**src/rtl/stopwatch_pkg.sv**
```systemverilog
// Shared definitions for the stopwatch display path: active-low segment
// patterns ({g,f,e,d,c,b,a}) and the digit-slot index type.
package stopwatch_pkg;

  localparam logic [6:0] SEG_0     = 7'b1000000;
  localparam logic [6:0] SEG_1     = 7'b1111001;
  localparam logic [6:0] SEG_2     = 7'b0100100;
  localparam logic [6:0] SEG_3     = 7'b0110000;
  localparam logic [6:0] SEG_4     = 7'b0011001;
  localparam logic [6:0] SEG_5     = 7'b0010010;
  localparam logic [6:0] SEG_6     = 7'b0000010;
  localparam logic [6:0] SEG_7     = 7'b1111000;
  localparam logic [6:0] SEG_8     = 7'b0000000;
  localparam logic [6:0] SEG_9     = 7'b0010000;
  localparam logic [6:0] SEG_DASH  = 7'b0111111;
  localparam logic [6:0] SEG_BLANK = 7'b1111111;

  typedef enum logic [1:0] {
    DIG_S0 = 2'd0,
    DIG_S1 = 2'd1,
    DIG_M0 = 2'd2,
    DIG_M1 = 2'd3
  } digit_idx_t;

endpackage

```
**src/rtl/seg7_decode.sv**
```systemverilog
// Combinational BCD to active-low 7-segment decoder; codes above 9 show a dash.
module seg7_decode
  import stopwatch_pkg::*;
(
  input  logic [3:0] bcd,
  output logic [6:0] seg
);

  always_comb begin
    seg = SEG_DASH;
    case (bcd)
      4'd0: seg = SEG_0;
      4'd1: seg = SEG_1;
      4'd2: seg = SEG_2;
      4'd3: seg = SEG_3;
      4'd4: seg = SEG_4;
      4'd5: seg = SEG_5;
      4'd6: seg = SEG_6;
      4'd7: seg = SEG_7;
      4'd8: seg = SEG_8;
      4'd9: seg = SEG_9;
      default: seg = SEG_DASH;
    endcase
  end

endmodule

```
**src/rtl/stopwatch_display_scan.sv**
```systemverilog
// Multiplexed 4-digit scan driver for the stopwatch: frame-synchronous
// snapshot, per-slot dead time, minutes blink, leading-zero blank, registered outputs.
module stopwatch_display_scan
  import stopwatch_pkg::*;
#(
  parameter int REFRESH_DIV = 50000,
  parameter int DEAD_CYC    = 2,
  parameter int BLINK_DIV   = 12500000
) (
  input  logic       clk,
  input  logic       reset,
  input  logic [3:0] digit_S0,
  input  logic [3:0] digit_S1,
  input  logic [3:0] digit_M0,
  input  logic [3:0] digit_M1,
  input  logic       M_set,
  input  logic       lap_hold,
  input  logic       lz_blank,
  output logic [3:0] an,
  output logic [6:0] seg,
  output logic       dp
);

  localparam int RW = $clog2(REFRESH_DIV);
  localparam int BW = (BLINK_DIV > 1) ? $clog2(BLINK_DIV) : 1;

  logic [RW-1:0]     refresh_cnt, refresh_cnt_nxt;
  logic [BW-1:0]     blink_cnt, blink_cnt_nxt;
  logic              blink_ph, blink_ph_nxt;
  digit_idx_t        idx, idx_nxt;
  logic [3:0][3:0]   snap, snap_nxt;
  logic [3:0]        an_nxt;
  logic [6:0]        seg_nxt;
  logic              dp_nxt;
  logic [3:0]        cur_digit;
  logic [6:0]        cur_code;
  logic              refresh_end;
  logic              blank;

  assign cur_digit = snap[idx];

  seg7_decode u_decode (
    .bcd (cur_digit),
    .seg (cur_code)
  );

  always_comb begin
    refresh_cnt_nxt = refresh_cnt;
    blink_cnt_nxt   = blink_cnt;
    blink_ph_nxt    = blink_ph;
    idx_nxt         = idx;
    snap_nxt        = snap;
    an_nxt          = 4'b1111;
    seg_nxt         = SEG_BLANK;
    dp_nxt          = 1'b1;
    blank           = 1'b0;

    refresh_end = (refresh_cnt == RW'(REFRESH_DIV - 1));
    if (refresh_end) begin
      refresh_cnt_nxt = '0;
      idx_nxt         = digit_idx_t'(2'(idx + 2'd1));
    end else begin
      refresh_cnt_nxt = refresh_cnt + RW'(1);
    end

    // Snapshot only at the frame boundary so a frame never mixes old and new digits
    if (refresh_end && (idx == DIG_M1) && !lap_hold)
      snap_nxt = {digit_M1, digit_M0, digit_S1, digit_S0};

    if (blink_cnt == BW'(BLINK_DIV - 1)) begin
      blink_cnt_nxt = '0;
      blink_ph_nxt  = ~blink_ph;
    end else begin
      blink_cnt_nxt = blink_cnt + BW'(1);
    end

    blank = (refresh_cnt < RW'(DEAD_CYC))
         || ((idx inside {DIG_M0, DIG_M1}) && M_set && blink_ph)
         || ((idx == DIG_M1) && lz_blank && (snap[3] == 4'd0));

    if (!blank) begin
      an_nxt[idx] = 1'b0;
      seg_nxt     = cur_code;
      dp_nxt      = (idx != DIG_M0);
    end
  end

  always_ff @(posedge clk or negedge reset) begin
    if (!reset) begin
      refresh_cnt <= '0;
      blink_cnt   <= '0;
      blink_ph    <= 1'b0;
      idx         <= DIG_S0;
      snap        <= '0;
      an          <= 4'b1111;
      seg         <= SEG_BLANK;
      dp          <= 1'b1;
    end else begin
      refresh_cnt <= refresh_cnt_nxt;
      blink_cnt   <= blink_cnt_nxt;
      blink_ph    <= blink_ph_nxt;
      idx         <= idx_nxt;
      snap        <= snap_nxt;
      an          <= an_nxt;
      seg         <= seg_nxt;
      dp          <= dp_nxt;
    end
  end

endmodule

```
**config.mk**
```make
export PLATFORM = sky130hd
export DESIGN_NAME = stopwatch_display_scan
export DESIGN_NICKNAME = d
export VERILOG_FILES = /design/src/rtl/stopwatch_pkg.sv /design/src/rtl/seg7_decode.sv /design/src/rtl/stopwatch_display_scan.sv
export SDC_FILE = /design/constraint.sdc
export NUM_CORES = 1
export LEC_CHECK = 0
export BUFFER_PORTS_ARGS = -buffer_cell sky130_fd_sc_hd__buf_4
export CORE_AREA = 2 2 84 86
export DETAILED_ROUTE_END_ITERATION = 8
export DIE_AREA = 0 0 86 88
export PLACE_DENSITY_LB_ADDON = 0.3
export SETUP_SLACK_MARGIN = 0.2
export SYNTH_ARGS = -nofsm -noshare
export SYNTH_HDL_FRONTEND = slang
export SYNTH_HIERARCHICAL = 1
export SYNTH_SLANG_ARGS = --single-unit
```
**constraint.sdc**
```tcl
create_clock -name clk -period 2.54 [get_ports clk]
set_clock_uncertainty 0.15 [all_clocks]
set_input_delay 0.254 -clock clk [delete_from_list [all_inputs] [get_ports clk]]
set_output_delay 0.254 -clock clk [all_outputs]
set_load 0.005 [all_outputs]
```
# Word-level counts from Yosys, hierarchy flattened
# Memory sizes are Yosys's and may differ from the RTL's.
# Index checks and enable logic that the tools add are counted.
[word_totals] elab_cells=46 register_bits=71 n_memories=1 mem_bits_ro=112 output_inout_bits=12 in_bits=21
[memory_table] name="(no name shown)" words=16 width=7 read_ports=1 rd_ports_with_merged_regs=0 wr=0 line="seg7_decode.sv:11" source="case (bcd)"
[op_classes] addsub=3 bitwise=2 eq_ne=5 n_reduce_logical=12 muxes=9 order_cmp=3
[ops] operator="$add A24 B1 Y24 const B" count=1
[ops] operator="$eq A24 B24 Y1 const B" count=1
[ops] operator="$mux W24" count=1
[ops] operator="$add A16 B1 Y16 const B" count=1
[ops] operator="$eq A16 B16 Y1 const B" count=1
[ops] operator="$lt A16 B2 Y1 const B" count=1
[ops] operator="$mux W16" count=1
[ops] operator="$bmux W4 S2" count=1
[ops] operator="$mux W4" count=2
[ops] operator="$logic_and A1 B1 Y1" count=7
[ops] operator="$mux W7" count=1
[ops] operator="$eq A2 B2 Y1 const B" count=2
[ops] operator="$logic_not A4 Y1" count=1
[ops] operator="$not A4 Y4" count=1
[ops] operator="$lt A2 B3 Y1 const B" count=1
[ops] operator="$add A2 B1 Y2 const B" count=1
[ops] operator="$demux W1 S2" count=1
[ops] operator="$ge A2 B1 Y1 const B" count=1
[ops] operator="$logic_or A1 B1 Y1" count=2
[ops] operator="$mux W1" count=2
[ops] operator="$ne A2 B2 Y1 const B" count=1
[ops] operator="$reduce_bool A2 Y1" count=1
[ops] operator="$logic_not A1 Y1" count=1
[ops] operator="$not A1 Y1" count=1

# Logic depth before layout (Yosys ltp)
[depth] depth_word=7 ltp_mapped=7

# Modules after synthesis
# Netlist, hierarchy kept.
[by_module_without_submodules] mod="stopwatch_display_scan" area_per_inst_um2=3294.4 cells_per_inst=283 n_inst=1
[by_module_without_submodules] mod="seg7_decode" area_per_inst_um2=240.2 cells_per_inst=31 n_inst=1

# Worst setup path after synthesis
# Ideal clock, no wire load.
[synth_timing] path_type="register -> register" start="reg refresh_cnt[7]" end="reg snap[0] in the netlist's numbering" t_arrival_ps=2044 setup_slack_ps=221 stages_incl_launch_ff=6 t_required_ps=2265 synth_period_minus_slack_ps=2319 path_buffers=1 path_cell_list="dfrtp_1 or4_4 nor4_4 nand3b_4 buf_6 mux2_4"
[synth_via] elab_chain_len=3
[synth_lines] element="start, declared" line="stopwatch_display_scan.sv:27" source="logic [RW-1:0] refresh_cnt, refresh_cnt_nxt;"
[synth_lines] element="start signal, assigned" line="stopwatch_display_scan.sv:99" source="refresh_cnt <= refresh_cnt_nxt;"
[synth_lines] element="$eq A16 B16 Y1" line="stopwatch_display_scan.sv:58" source="refresh_end = (refresh_cnt == RW'(REFRESH_DIV - 1));"
[synth_lines] element="$logic_and A1 B1 Y1 (2 in series)" line="stopwatch_display_scan.sv:67" source="if (refresh_end && (idx == DIG_M1) && !lap_hold)"
[synth_lines] element="end signal, assigned" line="stopwatch_display_scan.sv:103" source="snap <= snap_nxt;"
[synth_lines] element="end, declared" line="stopwatch_display_scan.sv:31" source="logic [3:0][3:0] snap, snap_nxt;"
# Every way passes these cells.
# A chain may end at the register's enable or synchronous reset.

# Worst setup path in the final report
[layout_timing] start="reg refresh_cnt[7]" end="reg snap[2] in the netlist's numbering"
# Same word-level chain as after synthesis.

==> impl_results.rst <==
.. list-table::
   :header-rows: 1

   * - Metric
     - Value
   * - Tightest Hold Check Type
     - in -> reg
   * - Timing-limited maximum frequency
     - around 0.46 GHz
   * - Syn Std Cell Area
     - 3535 sq um
   * - Insertion delay of the later-clocked pin in the worst-skew pair
     - between 0.3 and 0.4 ns
   * - Number of global-route vias before repair
     - 2393
   * - First drt pass iteration count
     - 4
   * - Most frequent cells after synthesis
     - 59 x sky130_fd_sc_hd__dfrtp_1, 24 x sky130_fd_sc_hd__nor2_1, 17 x sky130_fd_sc_hd__nand2_1
   * - Fraction of final layout cells sized beyond drive strength 1
     - 0.2433
   * - Crit start category
     - flip-flop
   * - Area growth, synth to finish
     - 19.01%
   * - Worst-path fanout max
     - 16
   * - DR iter-0 viols
     - between 100 and 150
   * - Outcome
     - finished clean
   * - Total leakage power
     - 1.978 nW
   * - Share of synthesized registers carrying an async set or reset
     - 1.000
   * - Yosys cell types
     - 48
   * - Core Footprint
     - 6644 sq um
   * - Number of CTS-inserted buffers
     - 9
   * - Reported max-cap violation count
     - 0
   * - Final Instance Area
     - roughly 4200 sq um
   * - Worst Path Required
     - around 2.6 ns
   * - Clock transition at the registers of the reported paths
     - approximately 0.07 ns
   * - Class of the most critical setup path
     - reg -> reg
   * - Critical Path Sink Type
     - flip-flop
   * - Average via count per standard cell
     - 5.502
   * - Global-route wire length before repair
     - 11.06 mm
   * - Die Footprint
     - roughly 7600 sq um
   * - Total setup violations reported at the end of the flow
     - 0
   * - IR drop worst, VDD
     - approximately 0.00026 V
   * - Number of enable-type register cells in the synthesized netlist
     - 0
   * - Share of the clock period used by the worst path after layout
     - 0.8501
   * - Count of H-tree levels built during CTS
     - 3
   * - Maximum number of pins on one net before global-route repair
     - a little over 70
   * - Total power
     - 1.962 mW
   * - Setup repair after global routing missed its margin
     - false
   * - Die Y-Extent
     - 88 um
   * - Synthesized netlist cell count
     - 314
   * - Routed wire per std cell
     - 14.80 um
   * - Final sum of negative setup slack
     - 0 ns
   * - Final worst path period need
     - roughly 2.2 ns
   * - Clock sink total
     - 70
   * - Fraction of synthesized cell area taken by the top area cell type
     - 0.4177
   * - Arrival @ worst endpoint
     - around 2.2 ns
   * - Number of DRC violations after detailed routing
     - 0
   * - Starting density of the core
     - 0.5320
   * - Placed standard-cell area
     - 3849 sq um
   * - Combined global-route utilization of all metal layers
     - 0.1887
   * - Post-synthesis sequential element count
     - 70
   * - Power density cells
     - 466.5 nW/um^2
   * - Slew at the pin closest to its max-slew limit
     - about 0.86 ns
   * - Sequential fraction of the synthesis area
     - 0.4995
   * - Mean post-synth cell area
     - ~11 sq um
   * - Number of gates given a new drive strength after cts
     - 0
   * - Via Count
     - 2498
   * - Synthesis Warnings
     - 6
   * - Number of antenna violations at the first check in global routing
     - 0
   * - Last weighted congestion value of the routability-driven placer
     - 0.8252
   * - Standard-cell rows
     - 30
   * - Number of max-slew violations in the final report
     - 0
   * - Sum of overflow across all layers after global routing
     - 0
   * - Number of hold violations in the final report
     - 0
   * - Fin nets
     - approximately 400
   * - Post-route antenna net violation count
     - 0
   * - Overall die width
     - 86 um
   * - Total length of routed wires
     - 6.719 mm
   * - Max Root-Sink Buffers
     - 2
   * - Worst slew margin
     - 0.4281
   * - CTS tree
     - done
   * - Mapped Nets
     - around 350
   * - Synth area leader
     - sky130_fd_sc_hd__dfrtp_1
   * - Antenna diode count
     - 0
   * - Number of buffer cells added on primary ports
     - 32
   * - Number of top-level pins
     - 33
   * - Top FF cell, synth
     - sky130_fd_sc_hd__dfrtp_1
   * - Leading cell types by total area after synthesis
     - sky130_fd_sc_hd__dfrtp_1 42%, sky130_fd_sc_hd__dfstp_2 8.2%, sky130_fd_sc_hd__mux2_4 4.2%
   * - CTS Root Buffer Type
     - sky130_fd_sc_hd__clkbuf_8
   * - Final HPWL from detailed placement
     - 4.581 mm
   * - Cell with the most instances after synthesis
     - sky130_fd_sc_hd__dfrtp_1
[where the power goes]
| part | total [mW] | internal (mW) | switching, mW |
|---|---|---|---|
| registers | 1.12 | 1.12 | 0 |
| clock network | 0.779 | 0.403 | 0.377 |
| logic | 0.0675 | 0.0373 | 0.0302 |
| total | 1.96 | 1.56 | 0.407 |
[through the flow]
stage	cells	worst slack, ns	hold WS [ns]	util
after global placement	421	0.3106	0.2726	0.5793
after floorplan	314	0.2205	-0.1916	-
after global routing	454	0.2502	0.3135	0.6331
after detailed placement	421	0.2808	0.2732	0.5793
final	454	0.3807	0.3209	0.6331
after CTS	449	0.2720	0.0007007	0.6241
[registers in the layout (all words and copies together) (netlist names)]
register     count
blink_cnt       24
refresh_cnt     16
an               4
idx              2
snap            16
seg              7
blink_ph         1
[what timing repair did]
item                       4_1_cts  5_1_grt
hold buffers                    13        4
setup endpoints to repair        0       16
hold endpoints to repair        71        4
buffers inserted                 0        1
[routing by layer]
metal / wire length (um) / vias to the layer above / track usage
li1: - / 1215 / -
met1: 3133 / 1216 / 0.2424
met2: 3228 / 63 / 0.3094
met3: 317 / 4 / 0.06221
met4: 39 / 0 / 0.05051
met5: 0 / - / 0
[cell usage in the layout (no fill, tap or decap), types with 10 or more instances in the layout]
master,Yosys,final
sky130_fd_sc_hd__xnor2_1,16,16
sky130_fd_sc_hd__dfstp_2,11,11
sky130_fd_sc_hd__xor2_1,12,12
sky130_fd_sc_hd__mux2_4,10,10
sky130_fd_sc_hd__nand4_1,13,13
sky130_fd_sc_hd__buf_4,1,37
sky130_fd_sc_hd__a21oi_1,11,11
sky130_fd_sc_hd__nand3_1,16,16
sky130_fd_sc_hd__clkbuf_8,0,11
sky130_fd_sc_hd__nor2_1,24,24
sky130_fd_sc_hd__nand2_1,17,17
sky130_fd_sc_hd__dfrtp_1,59,59
sky130_fd_sc_hd__inv_1,13,13
sky130_fd_sc_hd__dlygate4sd3_1,0,17
sky130_fd_sc_hd__ha_1,11,11
[layout make-up]
cell class	instances	area [sq um]
Sequential cell	70	1765
Timing Repair Buffer	55	467.9
Fill cell	527	2437
Inverter	13	48.80
Tap cell	80	100.1
Multi-Input combinational cell	221	1657
Clock inverter	1	5.005
Clock buffer	14	162.7
[kinds of logic (layout without fill, tap and decap cells)]
| family | after synthesis | count (layout) | synth area share |
|---|---|---|---|
| AND/OR/NAND/NOR | 131 | 131 | 0.2166 |
| flip-flops | 70 | 70 | 0.4995 |
| AO/OA/AOI/OAI | 29 | 29 | 0.05062 |
| buffers and inverters | 23 | 83 | 0.03186 |
| multiplexers | 22 | 22 | 0.09310 |
| adder cells (fa/ha/maj) | 11 | 11 | 0.03894 |
| XOR/XNOR | 28 | 28 | 0.06938 |
[path summary, 6_finish.rpt]
check,from,end,slack (ns),cells past startpoint
min in group asynchronous,reset,refresh_cnt[9],0.42,2
worst max register to register,refresh_cnt[7],snap[2],0.38,5
worst min register to register,refresh_cnt[0],refresh_cnt[0],0.32,1
worst min-delay path,lap_hold,snap[0],0.32,4
worst max-delay path,refresh_cnt[7],snap[2],0.38,5
max in group asynchronous,reset,blink_cnt[21],1.25,2
[worst max-delay path: stages, from the launching register on]
cell	delay, ns
sky130_fd_sc_hd__dfrtp_1	0.41
sky130_fd_sc_hd__or4_4	0.54
sky130_fd_sc_hd__nor4_4	0.36
sky130_fd_sc_hd__nand3b_4	0.11
sky130_fd_sc_hd__buf_12	0.17
sky130_fd_sc_hd__mux2_4	0.30
(Power assumes the default switching activity.)
